--- config.mk ---
export PLATFORM = sky130hd
export DESIGN_NAME = vga_screen_mux
export DESIGN_NICKNAME = d
export VERILOG_FILES = /design/src/rtl/vga_screen_mux.sv
export SDC_FILE = /design/constraint.sdc
export NUM_CORES = 1
export LEC_CHECK = 0
export ABC_AREA = 1
export CAP_MARGIN = 20
export CORE_MARGIN = 3
export CORE_UTILIZATION = 31
export CTS_CLUSTER_SIZE = 30
export DETAILED_ROUTE_END_ITERATION = 6
export PLACE_DENSITY = 0.74
export REMOVE_ABC_BUFFERS = 1
export SETUP_SLACK_MARGIN = 0.15
export SYNTH_ARGS = -nofsm -noshare
export SYNTH_HDL_FRONTEND = slang
export SYNTH_SLANG_ARGS = --single-unit
--- constraint.sdc ---
create_clock -name dclk -period 1.44 [get_ports dclk]
set_clock_uncertainty 0.2 [all_clocks]
set_input_delay 0.288 -clock dclk [delete_from_list [all_inputs] [get_ports dclk]]
set_output_delay 0.288 -clock dclk [all_outputs]
set_load 0.02 [all_outputs]
--- src/rtl/vga_screen_mux.sv ---
// vga_screen_mux: frame-synchronous N-way VGA source selector.
// Picks the highest-priority requesting source, switches only on a falling
// vsync edge of the shown source, and holds a new selection for HOLD_FRAMES
// frame boundaries before another switch is allowed. RGB/sync are registered.
// Optional feature macro: VMUX_BLANK_SWITCH_EN (blank RGB for one frame of the
// new source after every switch).
module vga_screen_mux #(
  parameter int NUM_SRC     = 3,
  parameter int COLOR_W     = 4,
  parameter int HOLD_FRAMES = 1,
  localparam int SEL_W = (NUM_SRC > 1) ? $clog2(NUM_SRC) : 1,
  localparam int HC_W  = (HOLD_FRAMES > 0) ? $clog2(HOLD_FRAMES + 1) : 1
) (
  input  logic                       dclk,
  input  logic                       clr,
  input  logic [NUM_SRC-1:0]         req,
  input  logic [NUM_SRC*3*COLOR_W-1:0] src_rgb,
  input  logic [NUM_SRC-1:0]         src_hsync,
  input  logic [NUM_SRC-1:0]         src_vsync,
  output logic [COLOR_W-1:0]         red,
  output logic [COLOR_W-1:0]         green,
  output logic [COLOR_W-1:0]         blue,
  output logic                       hsync,
  output logic                       vsync,
  output logic [SEL_W-1:0]           sel,
  output logic                       switching
);

  localparam int PIX_W = 3 * COLOR_W;
  localparam logic [HC_W-1:0] HOLD_MAX = HC_W'(HOLD_FRAMES);

  logic [SEL_W-1:0] target;
  logic [PIX_W-1:0] cur_rgb;
  logic             cur_hs;
  logic             cur_vs;
  logic             vs_prev;
  logic             boundary;
  logic             in_show;
  logic             blank;
  logic             do_switch;
  logic [HC_W-1:0]  hold_cnt;

  // Priority encode: highest requesting index wins, no request means source 0
  always_comb begin
    target = '0;
    for (int i = 0; i < NUM_SRC; i++)
      if (req[i]) target = SEL_W'(i);
  end

  // Route the currently shown source; unreachable sel codes fall back to source 0
  always_comb begin
    cur_rgb = src_rgb[PIX_W-1:0];
    cur_hs  = src_hsync[0];
    cur_vs  = src_vsync[0];
    for (int i = 1; i < NUM_SRC; i++) begin
      if (sel == SEL_W'(i)) begin
        cur_rgb = src_rgb[i*PIX_W +: PIX_W];
        cur_hs  = src_hsync[i];
        cur_vs  = src_vsync[i];
      end
    end
  end

  // Falling vsync of the shown source marks a frame boundary
  assign boundary  = vs_prev & ~cur_vs;
  assign do_switch = boundary & in_show & (target != sel) & (hold_cnt == HOLD_MAX);

`ifdef VMUX_BLANK_SWITCH_EN
  typedef enum logic {SHOW, BLANK} state_t;
  state_t state, state_nxt;

  // State register
  always_ff @(posedge dclk) begin
    if (!clr) state <= SHOW;
    else      state <= state_nxt;
  end

  // BLANK covers exactly one frame of the newly selected source
  always_comb begin
    state_nxt = state;
    case (state)
      SHOW:    if (do_switch) state_nxt = BLANK;
      BLANK:   if (boundary)  state_nxt = SHOW;
      default: state_nxt = SHOW;
    endcase
  end

  assign in_show = (state == SHOW);
  assign blank   = (state == BLANK);
`else
  assign in_show = 1'b1;
  assign blank   = 1'b0;
`endif

  // Selection, hold counter and boundary tracking
  always_ff @(posedge dclk) begin
    if (!clr) begin
      sel       <= '0;
      hold_cnt  <= HOLD_MAX;
      vs_prev   <= 1'b1;
      switching <= 1'b0;
    end else begin
      switching <= do_switch;
      if (do_switch) begin
        sel      <= target;
        hold_cnt <= '0;
        // Force the new source to show a full high-then-low vsync first
        vs_prev  <= 1'b0;
      end else begin
        vs_prev <= cur_vs;
        if (boundary && hold_cnt != HOLD_MAX) hold_cnt <= hold_cnt + HC_W'(1);
      end
    end
  end

  // Registered pin drive, one cycle behind sel
  always_ff @(posedge dclk) begin
    if (!clr) begin
      red   <= '0;
      green <= '0;
      blue  <= '0;
      hsync <= 1'b1;
      vsync <= 1'b1;
    end else begin
      red   <= blank ? '0 : cur_rgb[3*COLOR_W-1:2*COLOR_W];
      green <= blank ? '0 : cur_rgb[2*COLOR_W-1:COLOR_W];
      blue  <= blank ? '0 : cur_rgb[COLOR_W-1:0];
      hsync <= cur_hs;
      vsync <= cur_vs;
    end
  end

endmodule

==> reports/summary.md, run 1 <==
The flow ran to the end, but the final reports show violations. The final reports fail on negative setup slack. The via-per-instance ratio is 4.81, and the number of global-route vias before repair is 1,085. After detailed routing, the total wire length is 3460 um. The die span in y is 61.2 um, and the hold violation total from the final report is 0.

The startpoint identified for the worst register-to-register timing path is sel[0]. In this run, CTS created clock tree buffers numbering 3. At the worst endpoint, the arrival time is 1.54 ns. For the clock power share, the log shows 0.090. The first global-routing pass estimated 4790 um of wire. Broken down by cell family, the worst path's largest delay share belongs to simple AND/OR/NAND/NOR gates.

The sequential power share was 0.255; the critical-path maximum fanout was 4. The horizontal die dimension came out at 61.2 um. The total clock sinks was 19; the required time of the worst setup path was 1.46 ns.

For the total congestion overflow, the log shows 0. Global-route usage over all layers: 0.172. Number of detailed-route iterations in the first pass: 4. Row generation in the floorplan step produced 19 rows.

Summed over all nets, the half-perimeter wirelength after detailed placement is 2500 um. The ratio of cells with drive above 1 in the final layout was 0.340; the worst hold slack across all endpoints was 0.320 ns. For the boundary pin count, the log shows 64.

The core area was 2830 um^2. The number of hold buffers added after CTS was 0. The power per cell area works out to 1720 nW/um^2. CTS placed an instance of clkbuf_4 at the clock tree root.

Summing every instance area after synthesis gives 945 um^2. Entering global routing, the biggest net connects 19 pins. The initial standard-cell utilization of the core came out at 0.334. STA classifies the critical path endpoint as a register. The category of the critical setup timing path is register to register. The tools report the number of antenna violations at the first check in global routing as 0. The logs give 0 for the final number of max-transition violations and 0.905 nW for the static leakage power. The critical path starts at sel[0]. For the detailed-route DRC error count, the log shows 0. Setup repair after global routing could not meet its margin everywhere.

The share of Yosys cell area claimed by the top area cell type was 0.403. The number of max-capacitance violations reported was 0; the number of nets with antenna violations after routing was 0. The tools report the overall via count from detail_route as 1,183.

Registers take 390 um^2. The critical path goes through buf_6, inv_4, nand2_4, or2_4, a21oi_4, nand3_2, nand2_1, nor2_1. Across the VDD grid, the largest voltage drop is 0.000881 V. The count of filler cells inserted in the layout came out at 231.

Dividing the detail-routed wire length by the instance count gives 14.1 um. Clock-pin slew was measured on the worst setup and hold paths at 0.12 ns. At the pin with the least slew margin, the transition time is 0.333 ns. The slowest stage of the critical path is the dfxtp_2 cell. The largest single stage delay on the critical path is 0.36 ns.

The longest clock path from root to sink contains 2 buffers. The sequential element share of the synthesized area was 0.403. The die covers 3750 um^2.

The finished cells cover 1840 um^2. The post-layout worst setup margin is -0.0780 ns. Number of antenna repair diodes: 0. The instance area after placement is 1710 um^2.

The number of input and output port buffers inserted is 62. The number of different library cells used by synthesis comes to 21. During synthesis, Yosys emitted a total of 0 warnings. The number of buffer and inverter instances along the worst setup path came out at 2.

For this design the total switching power over the nets is 1.34 mW. The kind of path behind the tightest hold check was register to register. The detailed router finished its first iteration with 102 violations. In the post-synthesis netlist, the biggest area contributors are dfxtp_1 (40%), nand3_1 (16%), nand2_1 (9.5%).

The utilization after layout is 0.651, and the worst slew margin relative to its limit is 0.777. The number of endpoints failing setup at the final stage was 3. The average cell area after synthesis was 7.21 um^2. After layout, the design draws a total of 3.16 mW.

The final worst-path cycle share was 1.05. Routability-driven placement finished with a final weighted congestion of 0.819. The run gives 263 as the layout net count. The area added between synthesis and finish was 94.8%. The leading area contributor after synthesis is dfxtp_1. The worst hold path begins at vs_prev. The maximum frequency from static timing analysis was 0.659 GHz. The type of origin of the critical path was a register. The number of storage elements in the synthesis netlist was 19. Share of power burned in combinational logic: 0.655. TritonCTS built the clock tree. The later pin in the worst-skew pair is clocked with a latency of 0.31 ns. The routed design could run at a clock period as short as 1.52 ns. Summing all multi-input logic gate instances after layout gives 502 um^2. The tools report the synthesized netlist cell count as 131. The tools report the CTS H-tree depth as 1. The switching power share of the total was 0.424.

The internal power consumption is 1.82 mW.
[state kept, by name, indices dropped and copies added, names as in the netlist]
signal and flops:
blue 4, hsync 1, red 4, vsync 1, sel 2, vs_prev 1, switching 1, hold_cnt 1
green 4
[logic make-up after synthesis]
group | after synthesis | share of synthesized area
AND/OR/NAND/NOR | 69 | 0.350
buffers and inverters | 27 | 0.119
flip-flops | 19 | 0.403
AO/OA/AOI/OAI | 15 | 0.119
XOR/XNOR | 1 | 0.00927
[stage by stage]
stage | std cells | setup slack, ns | setup TNS (ns)
after floorplan | 123 | -0.401 | -3.71
after global placement | 235 | -0.237 | -2.49
after detailed placement | 235 | -0.306 | -2.88
after CTS | 241 | -0.0646 | -0.169
after global routing | 246 | -0.153 | -0.551
final | 246 | -0.0780 | -0.203
[layer usage]
| metal | share of wire | track usage | vias up |
|---|---|---|---|
| li1 | - | - | 600 |
| met1 | 0.40 | 0.213 | 526 |
| met2 | 0.48 | 0.299 | 50 |
| met3 | 0.10 | 0.0273 | 7 |
| met4 | 0.016 | 0.0650 | 0 |
| met5 | 0 | 0 | - |
[final timing paths]
path                     to  slack, ns  cells after the start
hold / removal    switching       0.32                      2
setup / recovery     sel[1]      -0.08                      8
hold reg to reg   switching       0.32                      2
setup reg to reg     sel[1]      -0.08                      8
[power by group through the flow]
stage / logic, mW / registers [mW] / clock network (mW)
after floorplan: 0.676 / 1.04 / 0
after global placement: 1.76 / 0.780 / 0
after global routing: 2.24 / 0.825 / 0.313
after CTS: 1.76 / 0.778 / 0.285
after detailed placement: 1.80 / 0.786 / 0
final: 2.07 / 0.806 / 0.285
[cells in the final DEF (no fill, tap or decap)]
| cell | netlist | final |
|---|---|---|
| a21oi_1 | 1 | 1 |
| a21oi_4 | 0 | 1 |
| buf_2 | 3 | 4 |
| buf_4 | 0 | 29 |
| buf_6 | 1 | 9 |
| buf_8 | 0 | 1 |
| clkbuf_1 | 3 | 1 |
| clkbuf_4 | 0 | 3 |
| clkdlybuf4s50_1 | 0 | 45 |
| dfxtp_1 | 19 | 11 |
| dfxtp_2 | 0 | 8 |
| inv_1 | 16 | 15 |
| inv_2 | 3 | 1 |
| inv_4 | 0 | 3 |
| nand2_1 | 24 | 21 |
| nand2_2 | 2 | 3 |
| nand2_4 | 1 | 3 |
| nand3_1 | 31 | 28 |
| nand3_2 | 1 | 4 |
| nor2_1 | 7 | 7 |
| nor2_2 | 1 | 1 |
| nor3b_2 | 1 | 1 |
| o211ai_1 | 12 | 12 |
| o311ai_2 | 0 | 1 |
| or2_4 | 0 | 1 |
| xnor2_1 | 1 | 1 |
[synth_stat cells]
library cell / instances
nand3_1: 31
nand2_1: 24
dfxtp_1: 19
inv_1: 16
o211ai_1: 12
nor2_1: 7
buf_2: 3
clkbuf_1: 3
inv_2: 3
nand2_2: 2
a21oi_1: 1
a21oi_2: 1
buf_1: 1
buf_6: 1
nand2_4: 1
nand3_2: 1
nor2_2: 1
nor3b_2: 1
o311ai_0: 1
or2_1: 1
xnor2_1: 1
[final cells by class]
class	instances	share of cell area
timing repair buffer	88	0.437
multi-input combinational	85	0.273
sequential	19	0.212
inverter	19	0.0428
tap	31	0.0211
clock buffer	4	0.0143
[what timing repair did]
item,CTS,global route
setup endpoints to repair,36,33
pin swaps,4,9
gates cloned,0,0
setup buffers,2,5
resized for setup,79,37
[worst register-to-register path: stages (launching register included)]
cell	delay, ns
dfxtp_2	0.36
buf_6	0.12
inv_4	0.05
nand2_4	0.05
or2_4	0.24
a21oi_4	0.20
nand3_2	0.10
nand2_1	0.07
nor2_1	0.04
Note: power is estimated with default switching activity, not from simulation.
==> run 2: changes to the inputs <==
CORE_MARGIN = default   (was 3)
CORE_UTILIZATION = 37   (was 31)
PLACE_DENSITY = 0.83   (was 0.74)
clock period = 1.9 ns   (was 1.44 ns; I/O delays follow)
==> run 2 against run 1 <==
  * Combinational power down 43%
  * Via count shrank 3.4%
  * Global-route usage is 5.1 points higher
  * Clock power down 25%
  * The flow now finishes without violations
  * Critical path depth decreased by 7
  * Cell count shrank 8.9%
  * Sequential cell count stayed put
==> reports/summary.md, run 2 (synthesis results as in run 1) <==
The final worst-path cycle share works out to 0.890. The clock edge transition at the registers on the reported setup and hold paths is 0.11 ns (about the same), and the number of endpoints failing setup at the final stage is 0 (-3). The tools report the instance area after placement as 1610 um^2 (-5.5%). The cell depth of the worst flop-to-flop path came out at 8 (unchanged). The endpoint identified for the worst register-to-register timing path is sel[0]. The run gives 0.30 ns (about the same) as the later-pin clock latency in the skew report. The kind of path behind the tightest hold check was register to register. The run gives 1.11 ns (-0.43 ns) as the data arrival time at the worst-slack endpoint.

The number of max-capacitance violations reported is 0 (unchanged), and the worst slew margin relative to its limit is 0.744 (-0.0334). The commonest non-fill, non-tap cell in the layout is clkdlybuf4s50_1. The tools report the CTS H-tree depth as 1 (unchanged). The final number of max-transition violations was 0 (unchanged). The maximum number of pins on one net before global-route repair is 16 (-3), and the number of placed cells counting well taps is 220 (-6.4%).

The critical path is of the register to output port type. Largest stage delay on the critical path: 0.43 ns (+0.07 ns). Based on the critical path, the design can be clocked at up to 0.591 GHz. The number of input and output port buffers inserted was 62 (unchanged). Detailed-route DRC error count: 0 (unchanged). Number of detailed-route iterations in the first pass: 4 (unchanged). STA classifies the critical path endpoint as an output port. On the critical path the largest part of the delay comes from flip-flops. The power per cell area is 1220 nW/um^2 (-29%).

In the final layout, the registers with the most flip-flops are blue (4), green (4), red (4). The worst vdd rail ir drop was 0.000685 V (-22%). The total power was 1.97 mW (-38%).

The number of cells on the worst hold path is 2 (unchanged). The launch point of the worst reg-to-reg path was sel[0]. The tools report the layout net count as 244 (-7.2%). The flow ran to the end, and the final reports show no timing, DRC or antenna violations. The logs give 224 (-8.9%) for the non-filler instance count after layout and 2760 um^2 (-26%) for the area of the die.

The tools report the final instance area as 1620 um^2 (-12%). The run gives 19 (unchanged) as the total clock sinks. The worst path needs 1.69 ns of the cycle, external delays included. The static leakage power came out at 0.813 nW (-10%). The worst setup path is launched from a register.

The logs give 0 (unchanged) for the number of antenna repair diodes and 0 (unchanged) for the hold violation total from the final report. The tools report the total congestion overflow as 0 (unchanged). Traced cell by cell, the critical path runs through dlygate4sd2_1.

The tools report the number of global-route vias before repair as 1,101 (+1.5%). The die span in y was 52.5 um (-14%); the placer congestion estimate was 0.856 (+4.5%). The critical path capture point was sel[0].

Maximum clock path buffer count: 2 (unchanged). For the global-route usage over all layers, the log shows 0.224 (+0.0515). The via-per-instance ratio is 5.10 (+6.1%).

met2 is the most crowded layer. The post-detailed-placement half-perimeter wirelength is 2170 um (-13%). The initial standard-cell utilization of the core was 0.407 (+0.0735). The run gives 3 (unchanged) as the TritonCTS buffer count. The transition time at the pin with the least slew margin works out to 0.379 ns (+0.0463 ns). The count of filler cells inserted in the layout was 199 (-14%). The tools report the global routing met3 resource utilization as 0.0464 (+0.0191).

TritonCTS built the clock tree. The average wire length per cell after detail routing came out at 12.4 um (-11%). Met1 track demand over resource: 0.259 (+0.0456). The ratio of cells with drive above 1 in the final layout is 0.107 (-0.232).

The slowest stage of the critical path belongs to the cell dfxtp_1. CTS placed an instance of clkbuf_4 at the clock tree root. For the met2 routing resource usage after global routing, the log shows 0.399 (+0.0996). The number of antenna violations at the first check in global routing is 0 (unchanged), and the overall via count from detail_route is 1,143 (-3.4%). The launching instance or port of the critical path was sel[0]. The number of nets with antenna violations after routing was 0 (unchanged); the number of core rows was 17 (-2). In the layout the commonest cells are clkdlybuf4s50_1 (45), nand3_1 (31), nand2_1 (24), dfxtp_1 (19), dlygate4sd2_1 (17). The core area is 2320 um^2 (-18%), and the area added between synthesis and finish is 71.3%. Wire length reported by the detailed router: 2790 um (-19%). Critical-path maximum fanout: 5 (+1). The number of cells on the critical path is 1 (-7), and the required time of the worst setup path is 1.32 ns (-0.14 ns). For the worst setup slack for register-to-register paths, the log shows 0.28 ns (+0.36 ns). Horizontal die dimension: 52.5 um (-14%). The run gives 0 (unchanged) as the number of buffers added to fix hold violations after cts. The boundary pin count is 64 (unchanged), and the wire length of the first global-routing pass is 4480 um (-6.5%). The number of buffer and inverter instances along the worst setup path was 1 (-1); the violation count after the first detailed-route iteration was 23 (-77%).

Setup repair after global routing left no endpoint under its margin.
## run 2: final cells by class
| cell class | count | area (um^2) | share of cell area |
|---|---|---|---|
| timing repair buffer | 69 | 652 | 0.403 |
| sequential | 19 | 380 | 0.235 |
| clock inverter | 1 | 5.00 | 0.00309 |
| inverter | 19 | 71.3 | 0.0441 |
| clock buffer | 3 | 22.5 | 0.0139 |
| tap | 28 | 35.0 | 0.0217 |
| multi-input combinational | 85 | 452 | 0.279 |
## run 2: how the worst min path moves through the flow
stage                     startpoint   endpoint  slack (ns)
final                        vs_prev  switching        0.32
after global routing         vs_prev  switching        0.34
after CTS                    vs_prev  switching        0.32
after global placement       vs_prev  switching        0.30
after detailed placement     vs_prev  switching        0.30
after floorplan                  clr    vs_prev        0.26
## run 2: where the power goes
group / total, mW / internal (mW) / switching, mW
clock: 0.213 / 0.0785 / 0.134
combinational: 1.17 / 0.471 / 0.699
sequential: 0.585 / 0.538 / 0.0477
total: 1.97 / 1.09 / 0.881
## run 2: what timing repair did
action                                 4_1_cts  5_1_grt
setup endpoints to repair                   17        0
endpoints found under the hold margin        0        0
buffers inserted                             0        0
gates resized for setup                     17        0
## run 2: worst reg2reg max path, stage by stage (launching register included)
cell	delay (ns)
dfxtp_1	0.43
buf_4	0.25
nand2_2	0.08
nand2_1	0.07
nand3_1	0.09
a21oi_2	0.21
nand3_1	0.11
nand2_1	0.07
nor2_1	0.03
## run 2: layer usage
metal	share of wire	routed length (um)
met5	0	0
met1	0.40	1120
met3	0.085	237
met4	0.013	37
met2	0.50	1400
## run 2: metrics by stage
step | setup WS [ns] | hold WS [ns] | util | setup TNS (ns)
3_3_place_gp | 0.0766 | 0.303 | 0.695 | 0
6_report | 0.208 | 0.318 | 0.698 | 0
5_1_grt | 0.168 | 0.340 | 0.698 | 0
4_1_cts | 0.192 | 0.320 | 0.698 | 0
3_5_place_dp | -0.0308 | 0.302 | 0.695 | -0.0308
2_1_floorplan | 0.0588 | 0.264 | - | 0
